### config.mk
export PLATFORM = sky130hd
export DESIGN_NAME = modinv_helper_invert_precompute
export DESIGN_NICKNAME = d
export VERILOG_FILES = /design/src/rtl/modinv_helper_pkg.sv /design/src/rtl/modinv_helper_adder32.sv /design/src/rtl/modinv_helper_invert_precompute.sv
export SDC_FILE = /design/constraint.sdc
export NUM_CORES = 1
export LEC_CHECK = 0
export CORE_ASPECT_RATIO = 1.1
export CORE_MARGIN = 4
export CORE_UTILIZATION = 35
export CTS_BUF_LIST = sky130_fd_sc_hd__clkbuf_2
export DETAILED_ROUTE_END_ITERATION = 8
export SETUP_SLACK_MARGIN = 0.05
export SYNTH_ARGS = -nofsm -noshare
export SYNTH_HDL_FRONTEND = slang
export SYNTH_HIERARCHICAL = 1
export SYNTH_SLANG_ARGS = --single-unit
### constraint.sdc
create_clock -name clk -period 5.79 [get_ports clk]
set_input_delay 1.4475 -clock clk [delete_from_list [all_inputs] [get_ports clk]]
set_output_delay 1.4475 -clock clk [all_outputs]
set_load 0.05 [all_outputs]
### src/rtl/modinv_helper_pkg.sv
// Shared constants and write bundle for the modinv precompute helper.
// MODINV_PRECOMPUTE_OUTREG_EN adds one register stage on every write port.
package modinv_helper_pkg;

`ifdef MODINV_PRECOMPUTE_OUTREG_EN
  localparam int OUT_LAT = 1;
`else
  localparam int OUT_LAT = 0;
`endif

  localparam int RD_START    = 1;
  localparam int DP_WR_START = 3;
  localparam int WR_START    = DP_WR_START + OUT_LAT;

  function automatic int clog2(input int v);
    int r;
    int x;
    r = 0;
    x = v - 1;
    while (x > 0) begin
      r = r + 1;
      x = x >> 1;
    end
    return r;
  endfunction

  function automatic int proc_num_cycles(input int n);
    return n + 2 + OUT_LAT;
  endfunction

  function automatic int wr_first_cnt();
    return WR_START;
  endfunction

  function automatic int wr_last_cnt(input int n);
    return n + WR_START - 1;
  endfunction

  typedef struct packed {
    logic [31:0] r_dbl;
    logic [31:0] s_dbl;
    logic [31:0] r_plus_s;
    logic [31:0] u_half;
    logic [31:0] v_half;
    logic [31:0] u_minus_v_half;
    logic [31:0] v_minus_u_half;
  } wr_word_t;

endpackage

### src/rtl/modinv_helper_adder32.sv
// 32-bit adder/subtractor slice; sub=1 computes a + ~b + cin.
module modinv_helper_adder32 (
  input  logic [31:0] a,
  input  logic [31:0] b,
  input  logic        sub,
  input  logic        cin,
  output logic [31:0] sum,
  output logic        cout
);

  logic [31:0] b_eff;
  logic [32:0] total;

  assign b_eff = sub ? ~b : b;
  assign total = {1'b0, a} + {1'b0, b_eff} + {32'd0, cin};
  assign {cout, sum} = total;

endmodule

### src/rtl/modinv_helper_invert_precompute.sv
// Word-serial precompute of shifted/summed/differenced operands and flags.
// MODINV_PRECOMPUTE_OUTREG_EN registers the write ports (one extra cycle).
module modinv_helper_invert_precompute
  import modinv_helper_pkg::*;
#(
  parameter int BUFFER_NUM_WORDS = 9,
  parameter int BUFFER_ADDR_BITS = 4
) (
  input  logic                        clk,
  input  logic                        rst,
  input  logic                        ena,
  output logic                        rdy,
  output logic [BUFFER_ADDR_BITS-1:0] r_addr,
  output logic [BUFFER_ADDR_BITS-1:0] s_addr,
  output logic [BUFFER_ADDR_BITS-1:0] u_addr,
  output logic [BUFFER_ADDR_BITS-1:0] v_addr,
  input  logic [31:0]                 r_din,
  input  logic [31:0]                 s_din,
  input  logic [31:0]                 u_din,
  input  logic [31:0]                 v_din,
  output logic [BUFFER_ADDR_BITS-1:0] r_dbl_addr,
  output logic                        r_dbl_wren,
  output logic [31:0]                 r_dbl_dout,
  output logic [BUFFER_ADDR_BITS-1:0] s_dbl_addr,
  output logic                        s_dbl_wren,
  output logic [31:0]                 s_dbl_dout,
  output logic [BUFFER_ADDR_BITS-1:0] r_plus_s_addr,
  output logic                        r_plus_s_wren,
  output logic [31:0]                 r_plus_s_dout,
  output logic [BUFFER_ADDR_BITS-1:0] u_half_addr,
  output logic                        u_half_wren,
  output logic [31:0]                 u_half_dout,
  output logic [BUFFER_ADDR_BITS-1:0] v_half_addr,
  output logic                        v_half_wren,
  output logic [31:0]                 v_half_dout,
  output logic [BUFFER_ADDR_BITS-1:0] u_minus_v_half_addr,
  output logic                        u_minus_v_half_wren,
  output logic [31:0]                 u_minus_v_half_dout,
  output logic [BUFFER_ADDR_BITS-1:0] v_minus_u_half_addr,
  output logic                        v_minus_u_half_wren,
  output logic [31:0]                 v_minus_u_half_dout,
  output logic                        u_gt_v,
  output logic                        v_eq_1,
  output logic                        u_is_even,
  output logic                        v_is_even
);

  localparam int N       = BUFFER_NUM_WORDS;
  localparam int AW      = BUFFER_ADDR_BITS;
  localparam int CNT_MAX = proc_num_cycles(N);
  localparam int CW      = clog2(CNT_MAX + 1);

  localparam logic [CW-1:0] C_MAX   = CW'(CNT_MAX);
  localparam logic [CW-1:0] C_ONE   = CW'(1);
  localparam logic [CW-1:0] C_RD_LO = CW'(RD_START);
  localparam logic [CW-1:0] C_RD_HI = CW'(N);
  localparam logic [CW-1:0] C_IN_LO = CW'(RD_START + 1);
  localparam logic [CW-1:0] C_IN_HI = CW'(N + 1);
  localparam logic [CW-1:0] C_WR_LO = CW'(DP_WR_START);
  localparam logic [CW-1:0] C_WR_HI = CW'(N + 2);

  logic [CW-1:0] cnt;
  logic          rd_act;
  logic          in_act;
  logic          wr_act;
  logic          last;
  logic [AW-1:0] rd_idx;
  logic [AW-1:0] wr_idx;

  logic [31:0] r_m, s_m, u_m, v_m;
  logic [31:0] r_cur, s_cur;
  logic [31:1] u_hi, v_hi;
  logic        r_msb, s_msb;

  logic [31:0] rs_sum, rs_res;
  logic        rs_c, rs_co;
  logic [31:1] uv_hi, vu_hi;
  logic [31:0] uv_res, vu_res;
  logic        uv_b, uv_co;
  logic        vu_b, vu_co;

  logic u_ne_v, v_ne1, u_lsb, v_lsb;

  wr_word_t      wd;
  wr_word_t      wo;
  logic          wo_en;
  logic [AW-1:0] wo_addr;

  assign rdy    = (cnt == '0);
  assign rd_act = (cnt >= C_RD_LO) && (cnt <= C_RD_HI);
  assign in_act = (cnt >= C_IN_LO) && (cnt <= C_IN_HI);
  assign wr_act = (cnt >= C_WR_LO) && (cnt <= C_WR_HI);
  assign last   = (cnt == C_WR_HI);
  assign rd_idx = rd_act ? AW'(cnt - C_RD_LO) : '0;
  assign wr_idx = wr_act ? AW'(cnt - C_WR_LO) : '0;

  assign r_addr = rd_idx;
  assign s_addr = rd_idx;
  assign u_addr = rd_idx;
  assign v_addr = rd_idx;

  // Word N does not exist: feed zeros outside the read-data window.
  assign r_m = in_act ? r_din : '0;
  assign s_m = in_act ? s_din : '0;
  assign u_m = in_act ? u_din : '0;
  assign v_m = in_act ? v_din : '0;

  modinv_helper_adder32 u_add_rs (
    .a(r_m), .b(s_m), .sub(1'b0), .cin(rs_c),
    .sum(rs_res), .cout(rs_co)
  );

  modinv_helper_adder32 u_sub_uv (
    .a(u_m), .b(v_m), .sub(1'b1), .cin(~uv_b),
    .sum(uv_res), .cout(uv_co)
  );

  modinv_helper_adder32 u_sub_vu (
    .a(v_m), .b(u_m), .sub(1'b1), .cin(~vu_b),
    .sum(vu_res), .cout(vu_co)
  );

  always_ff @(posedge clk) begin
    if (rst) begin
      cnt       <= '0;
      r_cur     <= '0;
      s_cur     <= '0;
      u_hi      <= '0;
      v_hi      <= '0;
      r_msb     <= 1'b0;
      s_msb     <= 1'b0;
      rs_sum    <= '0;
      rs_c      <= 1'b0;
      uv_hi     <= '0;
      uv_b      <= 1'b0;
      vu_hi     <= '0;
      vu_b      <= 1'b0;
      u_ne_v    <= 1'b0;
      v_ne1     <= 1'b0;
      u_lsb     <= 1'b0;
      v_lsb     <= 1'b0;
      u_gt_v    <= 1'b0;
      v_eq_1    <= 1'b0;
      u_is_even <= 1'b0;
      v_is_even <= 1'b0;
    end else begin
      if (cnt == '0) begin
        if (ena) cnt <= C_ONE;
      end else if (cnt == C_MAX) begin
        cnt <= '0;
      end else begin
        cnt <= cnt + C_ONE;
      end

      if (cnt == C_ONE) begin
        r_cur  <= '0;
        s_cur  <= '0;
        u_hi   <= '0;
        v_hi   <= '0;
        r_msb  <= 1'b0;
        s_msb  <= 1'b0;
        rs_sum <= '0;
        rs_c   <= 1'b0;
        uv_hi  <= '0;
        uv_b   <= 1'b0;
        vu_hi  <= '0;
        vu_b   <= 1'b0;
        u_ne_v <= 1'b0;
        v_ne1  <= 1'b0;
        u_lsb  <= 1'b0;
        v_lsb  <= 1'b0;
      end else if (in_act) begin
        r_msb  <= r_cur[31];
        s_msb  <= s_cur[31];
        r_cur  <= r_m;
        s_cur  <= s_m;
        u_hi   <= u_m[31:1];
        v_hi   <= v_m[31:1];
        rs_sum <= rs_res;
        rs_c   <= rs_co;
        uv_hi  <= uv_res[31:1];
        uv_b   <= ~uv_co;
        vu_hi  <= vu_res[31:1];
        vu_b   <= ~vu_co;
        u_ne_v <= u_ne_v | (u_m != v_m);
        v_ne1  <= v_ne1 | (v_m != ((cnt == C_IN_LO) ? 32'd1 : 32'd0));
        if (cnt == C_IN_LO) begin
          u_lsb <= u_m[0];
          v_lsb <= v_m[0];
        end
      end

      if (cnt == C_MAX) begin
        u_gt_v    <= ~uv_b & u_ne_v;
        v_eq_1    <= ~v_ne1;
        u_is_even <= ~u_lsb;
        v_is_even <= ~v_lsb;
      end
    end
  end

  // Right shifts borrow bit 0 of the next word; left shifts the saved MSB.
  always_comb begin
    wd                = '0;
    wd.r_dbl          = {r_cur[30:0], r_msb};
    wd.s_dbl          = {s_cur[30:0], s_msb};
    wd.r_plus_s       = rs_sum;
    wd.u_half         = {u_m[0], u_hi};
    wd.v_half         = {v_m[0], v_hi};
    wd.u_minus_v_half = {last ? 1'b0 : uv_res[0], uv_hi};
    wd.v_minus_u_half = {last ? 1'b0 : vu_res[0], vu_hi};
  end

`ifdef MODINV_PRECOMPUTE_OUTREG_EN
  always_ff @(posedge clk) begin
    if (rst) begin
      wo      <= '0;
      wo_en   <= 1'b0;
      wo_addr <= '0;
    end else begin
      wo      <= wd;
      wo_en   <= wr_act;
      wo_addr <= wr_idx;
    end
  end
`else
  assign wo      = wd;
  assign wo_en   = wr_act;
  assign wo_addr = wr_idx;
`endif

  assign r_dbl_addr          = wo_addr;
  assign r_dbl_wren          = wo_en;
  assign r_dbl_dout          = wo.r_dbl;
  assign s_dbl_addr          = wo_addr;
  assign s_dbl_wren          = wo_en;
  assign s_dbl_dout          = wo.s_dbl;
  assign r_plus_s_addr       = wo_addr;
  assign r_plus_s_wren       = wo_en;
  assign r_plus_s_dout       = wo.r_plus_s;
  assign u_half_addr         = wo_addr;
  assign u_half_wren         = wo_en;
  assign u_half_dout         = wo.u_half;
  assign v_half_addr         = wo_addr;
  assign v_half_wren         = wo_en;
  assign v_half_dout         = wo.v_half;
  assign u_minus_v_half_addr = wo_addr;
  assign u_minus_v_half_wren = wo_en;
  assign u_minus_v_half_dout = wo.u_minus_v_half;
  assign v_minus_u_half_addr = wo_addr;
  assign v_minus_u_half_wren = wo_en;
  assign v_minus_u_half_dout = wo.v_minus_u_half;

endmodule

==> results_dict.tcl, run 1 <==
set metrics [dict create \
    clock.fmax_ghz 0.188 \
    end_kind "output pin" \
    ir_drop_v 0.000239 \
    maxSlewViolCount 0 \
    rsz0062_at_grt "false" \
    synthesis.area_mm2 0.0166 \
    worstHoldStart "r_plus_s_dout[19]" \
    grt_usage 0.233 \
    core-area_mm2 0.0467 \
    ys_warn_count 6 \
    outcome "completed" \
    async_reset_ff_frac 0 \
    grt_pass1_vias 16000 \
    grt-ovfl-total 0 \
    grt_max_degree 87 \
    grt_first_pass_wirelength_um 93800 \
    fin_nets 2722 \
    drc 0 \
    cellPowerDensity_mw_per_mm2 507 \
    vias 16000 \
    rrSetupSlack_ps 1090 \
    required_ps 4340 \
    drtIter0Drc 882 \
    firstDrtPassIters 7 \
    crit_fanout 73 \
    reg2reg_to "uv_hi[20]" \
    dp_hpwl_um 49000 \
    cts-root-buf "clkbuf_2" \
    ys_seq_elements 237 \
    r2r_cells 18 \
    port_buffers 410 \
    whs_endpoint "r_plus_s_dout[19]" \
    fin_skew_ps 80.8 \
    htree_levels 3 \
    clkLatencyLatePin_ps 990 \
    numCtsBuffers 71 \
    ys.flop_type "dfxtp_1" \
    ctsHoldBuffers 0 \
    ys_seq_area_frac 0.286 \
    holdWs_ps 456 \
    intPower_mw 4.72 \
    synth.avg_cell_area_um2 7.48 \
    synthTopCellsByArea "dfxtp_1 (29%), nand2_1 (12%), a21oi_1 (9.2%)" \
    power.switching_mw 5.73 \
    num_rows 83 \
    clock-sinks 237 \
    timing.rr.start "cnt[0]" \
    synth_cell_types 88 \
    comb_power_share 0.674 \
    fin_crit_ps 5320 \
    cts_tree "yes" \
    hold_path_depth 2 \
    wirelength_um 62200 \
    relSlewSlack 0.415 \
    grt_antenna_before_repair 2 \
    die_x_um 215 \
    start_kind "flop" \
    max_cap_viol_count 0 \
    cts-resized-gates 0 \
    worst_slew_pin_slew_ps 878 \
    finalCritPeriodShare 0.919 \
    critPathArrivalTime_ps 3870 \
    post-synth-top-area-cell "dfxtp_1" \
    die_area_mm2 0.0509 \
    die_y_um 236 \
    drtAntennaViolNets 0 \
    ios 411 \
    power_leakage_nw 8.89 \
    hp-class "flop to flop" \
    area_growth_syn_to_layout_pct 24.5 \
    post-cts-setup-buffers 0 \
    setup_viol 0 \
    crit_type "flop to output pin" \
    clk_path_buf_depth 3 \
    hold_viol 0 \
    p_clk_frac 0.118 \
    gp_congestion 0.964 \
    seq_power_share 0.208 \
    syn_inst 2215 \
    synth_edf_count 0 \
    start_util 0.354 \
    synth_top_area_share 0.286 \
    clk_pin_slew_worst_paths_ps 110 \
    drive_above_1_share 0.0891 \
    wl_per_cell_um 19.9 \
    finalSetupTns_ps 0 \
    via_per_inst 5.13 \
    p_sw_frac 0.548 \
]
## routing by layer
layer | share of wire | track usage | routed length [um]
met2 | 0.51 | 0.424 | 31400
met4 | 0.048 | 0.115 | 2950
met3 | 0.061 | 0.0548 | 3790
met1 | 0.39 | 0.254 | 24000
met5 | 0 | 0 | 0
## per-stage QoR
stage | setup WS [ps] | instance area, um2 | utilization | std cells | power (mW)
2_1_floorplan | 1510 | 16600 | - | 2216 | 7.41
3_3_place_gp | 885 | 20100 | 0.429 | 3009 | 9.23
3_5_place_dp | 807 | 20100 | 0.429 | 3009 | 9.26
4_1_cts | 272 | 20600 | 0.441 | 3120 | 10.6
5_1_grt | 77.1 | 20600 | 0.441 | 3121 | 11.2
6_report | 471 | 20600 | 0.441 | 3121 | 10.5
## worst max path at each step
stage	slack, ps	to	start
6_report	470	u_minus_v_half_dout[31]	cnt[0]
5_1_grt	80	r_plus_s_addr[1]	cnt[1]
4_1_cts	270	v_minus_u_half_dout[31]	cnt[0]
3_5_place_dp	810	uv_hi[20]	v_din[0]
3_3_place_gp	890	uv_hi[20]	v_din[0]
2_1_floorplan	1510	r_plus_s_addr[0]	cnt[1]
## logic make-up after synthesis
kind of cell | synth area share
simple gates | 0.196
fa+ha+maj | 0.0813
flops | 0.286
buf+inv | 0.129
mux | 0.00317
xor+xnor | 0.105
other cells | 0.000453
compound gates | 0.200
## power by group through the flow
stage,clock network (mW),logic (mW),registers (mW)
floorplan,0,4.42,2.99
global placement,0,7.02,2.21
detailed placement,0,7.05,2.22
CTS,1.32,7.08,2.18
global route,1.39,7.56,2.21
finish,1.24,7.04,2.17
## cells in the final DEF (no fill, tap or decap), types with 22 or more instances in the layout
master and instances:
nand2_1 513, clkdlybuf4s50_1 408, a21oi_1 306, dfxtp_1 237, xor2_1 128, inv_1 122
ha_1 98, clkbuf_2 94, nor2_1 83, xnor2_1 70, inv_2 47, o21ai_0 42
nand3_1 23, a21o_1 22, nor3_1 22, nand4_1 22
## layout make-up
| class | instances | area [um2] |
|---|---|---|
| Fill cell | 4826 | 26100 |
| Multi-Input combinational cell | 1591 | 9720 |
| Sequential cell | 237 | 4740 |
| Timing Repair Buffer | 420 | 4220 |
| Tap cell | 595 | 744 |
| Inverter | 166 | 623 |
| Clock buffer | 94 | 470 |
| Clock inverter | 17 | 93.8 |
| Antenna cell | 1 | 2.50 |
## registers in the layout, indices dropped and copies added (netlist names), 4 cells and up
| register | flops |
|---|---|
| uv_hi | 31 |
| vu_hi | 31 |
| r_plus_s_dout | 32 |
| s_cur | 32 |
| r_cur | 32 |
| v_hi | 31 |
| cnt | 4 |
| u_hi | 31 |
## critical path, cell delays in order (launching register included)
cell and delay, ps:
dfxtp_1 550, inv_1 190, ha_1 280, nor4_4 250
a21oi_4 80, buf_12 230, and2_1 240, xnor2_1 160
fa_1 500, inv_1 40, and2_1 160, buf_4 200
## synth_stat cells (24+ instances only)
cell type / instances
nand2_1: 513
a21oi_1: 306
dfxtp_1: 237
xor2_1: 128
inv_1: 122
buf_4: 113
ha_1: 98
nor2_1: 83
xnor2_1: 70
buf_2: 52
inv_2: 44
o21ai_0: 42
a21o_1: 24
No activity file was read; power rests on OpenSTA's default activity.
==> run 2: changes to the inputs <==
- clock period: 5.79 -> 4.8 ns (I/O delays scaled with it)
==> run 2 against run 1 <==
Die area stayed put. Worst setup slack got worse by 120 ps. Final area is 2.3% higher. Sequential share of layout area decreased by 0.50 points. Critical path depth shrank 4. Clock skew is 13 ps lower. Sequential power is 20% higher. Utilization grew 1.0 points. Largest cell class unchanged.
==> results_dict.tcl, run 2 (synthesis gave the netlist of run 1 again) <==
set metrics [dict create \
    cellPowerDensity_mw_per_mm2 613 \
    area_growth_syn_to_layout_pct 27.3 \
    fin_crit_ps 4450 \
    outcome "completed" \
    cpMaxStageDelayCell "clkdlybuf4s50_1" \
    cp_top_family "buffers and inverters" \
    finalCritPeriodShare 0.927 \
    critPathBufInv 3 \
    setup_viol 0 \
    htree_levels 3 \
    rrSetupSlack_ps 470 \
    core-area_mm2 0.0467 \
    ctsHoldBuffers 0 \
    fillers 4877 \
    relSlewSlack 0.424 \
    power_leakage_nw 9.39 \
    maxSlewViolCount 0 \
    vias 16400 \
    cts_tree "yes" \
    num_rows 83 \
    clock.fmax_ghz 0.225 \
    firstDrtPassIters 5 \
    required_ps 3600 \
    finalSetupTns_ps 0 \
    die_x_um 215 \
    ios 411 \
    grt_first_pass_wirelength_um 95900 \
    fin_util 0.451 \
    grt_pass1_vias 16600 \
    port_buffers 410 \
    rsz0062_at_grt "false" \
    grt_max_degree 158 \
    fin_nets 2766 \
    numCtsBuffers 70 \
    start_util 0.354 \
    end_kind "output pin" \
    grt_usage 0.238 \
    start_kind "flop" \
    gp_congestion 0.999 \
    die_area_mm2 0.0509 \
    fin_skew_ps 67.4 \
    multi_input_area_mm2 0.00972 \
    dp_slack_ps 190 \
    wirelength_um 62600 \
    crit_fanout 9 \
    die_y_um 236 \
    critPathArrivalTime_ps 3250 \
    ir_drop_v 0.000278 \
    clock-sinks 237 \
    cts-root-buf "clkbuf_2" \
    cp_slowest_stage_delay_ps 850 \
    clkLatencyLatePin_ps 990 \
    drive_above_1_share 0.106 \
    clk_pin_slew_worst_paths_ps 90 \
    path_cells "buf_4, ha_1, nor3_1, a21oi_1, buf_4, and2_1, clkdlybuf4s50_1" \
    hold_viol 0 \
    max_cap_viol_count 0 \
    drc 0 \
    layout_commonest_cell "nand2_1" \
    drtAntennaViolNets 0 \
    worst_slew_pin_slew_ps 864 \
    layout_setup_ws_ps 353 \
    grt_antenna_before_repair 2 \
    crit_top_cell "buf_4" \
    via_per_inst 5.18 \
    hp-class "flop to flop" \
    regArea_mm2 0.00475 \
    final_cell_mix "nand2_1 (513), clkdlybuf4s50_1 (388), a21oi_1 (306)" \
    drtIter0Drc 990 \
    dp_hpwl_um 49200 \
    grt-ovfl-total 0 \
    crit_type "flop to output pin" \
    wl_per_cell_um 19.7 \
    clk_path_buf_depth 3 \
]
[run 2: path summary, 6_finish.rpt]
kind,start,cells past startpoint,to
worst max-delay path,cnt[0],7,u_minus_v_half_addr[0]
worst min register to register,v_hi[31],2,v_hi[31]
worst max register to register,cnt[1],19,r_plus_s_dout[30]
worst min-delay path,v_hi[31],2,v_hi[31]
[run 2: repair_timing]
item / in CTS / in global routing
setup buffers: 2 / 0
pin swaps: 1 / 0
gates resized for setup: 5 / 17
endpoints found under the setup margin: 30 / 23
[run 2: where the power goes]
group          internal, mW  switching (mW)  leakage [nW]
clock                 0.644           0.939         0.462
combinational          2.94            5.79          6.99
sequential             2.37           0.248          1.93
total                  5.95            6.98          9.39
[run 2: metal layers]
layer / wire length [um] / share of wire / vias to the layer above / GRT usage
met1: 23900 / 0.38 / 7760 / 0.261
met4: 3550 / 0.057 / 0 / 0.131
met2: 31200 / 0.50 / 562 / 0.426
met5: 0 / 0 / - / 0
met3: 3980 / 0.064 / 143 / 0.0504
li1: - / - / 7956 / -
[run 2: worst reg2reg max path, cell delays in order, from the launching register on]
cell and delay [ps]:
dfxtp_2 460, ha_1 260, nor4_4 60, a21oi_4 170, buf_4 190, buf_12 190, buf_4 320, nand2_1 140
inv_1 80, xor2_1 170, ha_1 370, a21oi_4 240, o21ai_0 160, a221o_1 380, a221oi_4 420, o211a_1 230
nand2_1 70, xor2_1 150, nand2_1 50, a21oi_1 50
[run 2: area by class of cell]
cell class,count,area share
antenna,2,0.000237
inverter,166,0.0295
clock buffer,96,0.0228
multi-input combinational,1591,0.461
clock inverter,20,0.00653
sequential,237,0.225
timing repair buffer,465,0.220
tap,595,0.0353
[run 2: through the flow]
step	power (mW)	instance area, um2	hold slack, ps	instances
final	12.9	21100	455	3172
after global routing	13.8	21100	475	3172
after CTS	13.0	21000	458	3170
after detailed placement	11.4	20400	446	3052
after global placement	11.3	20400	442	3052
after floorplan	8.94	16600	432	2216
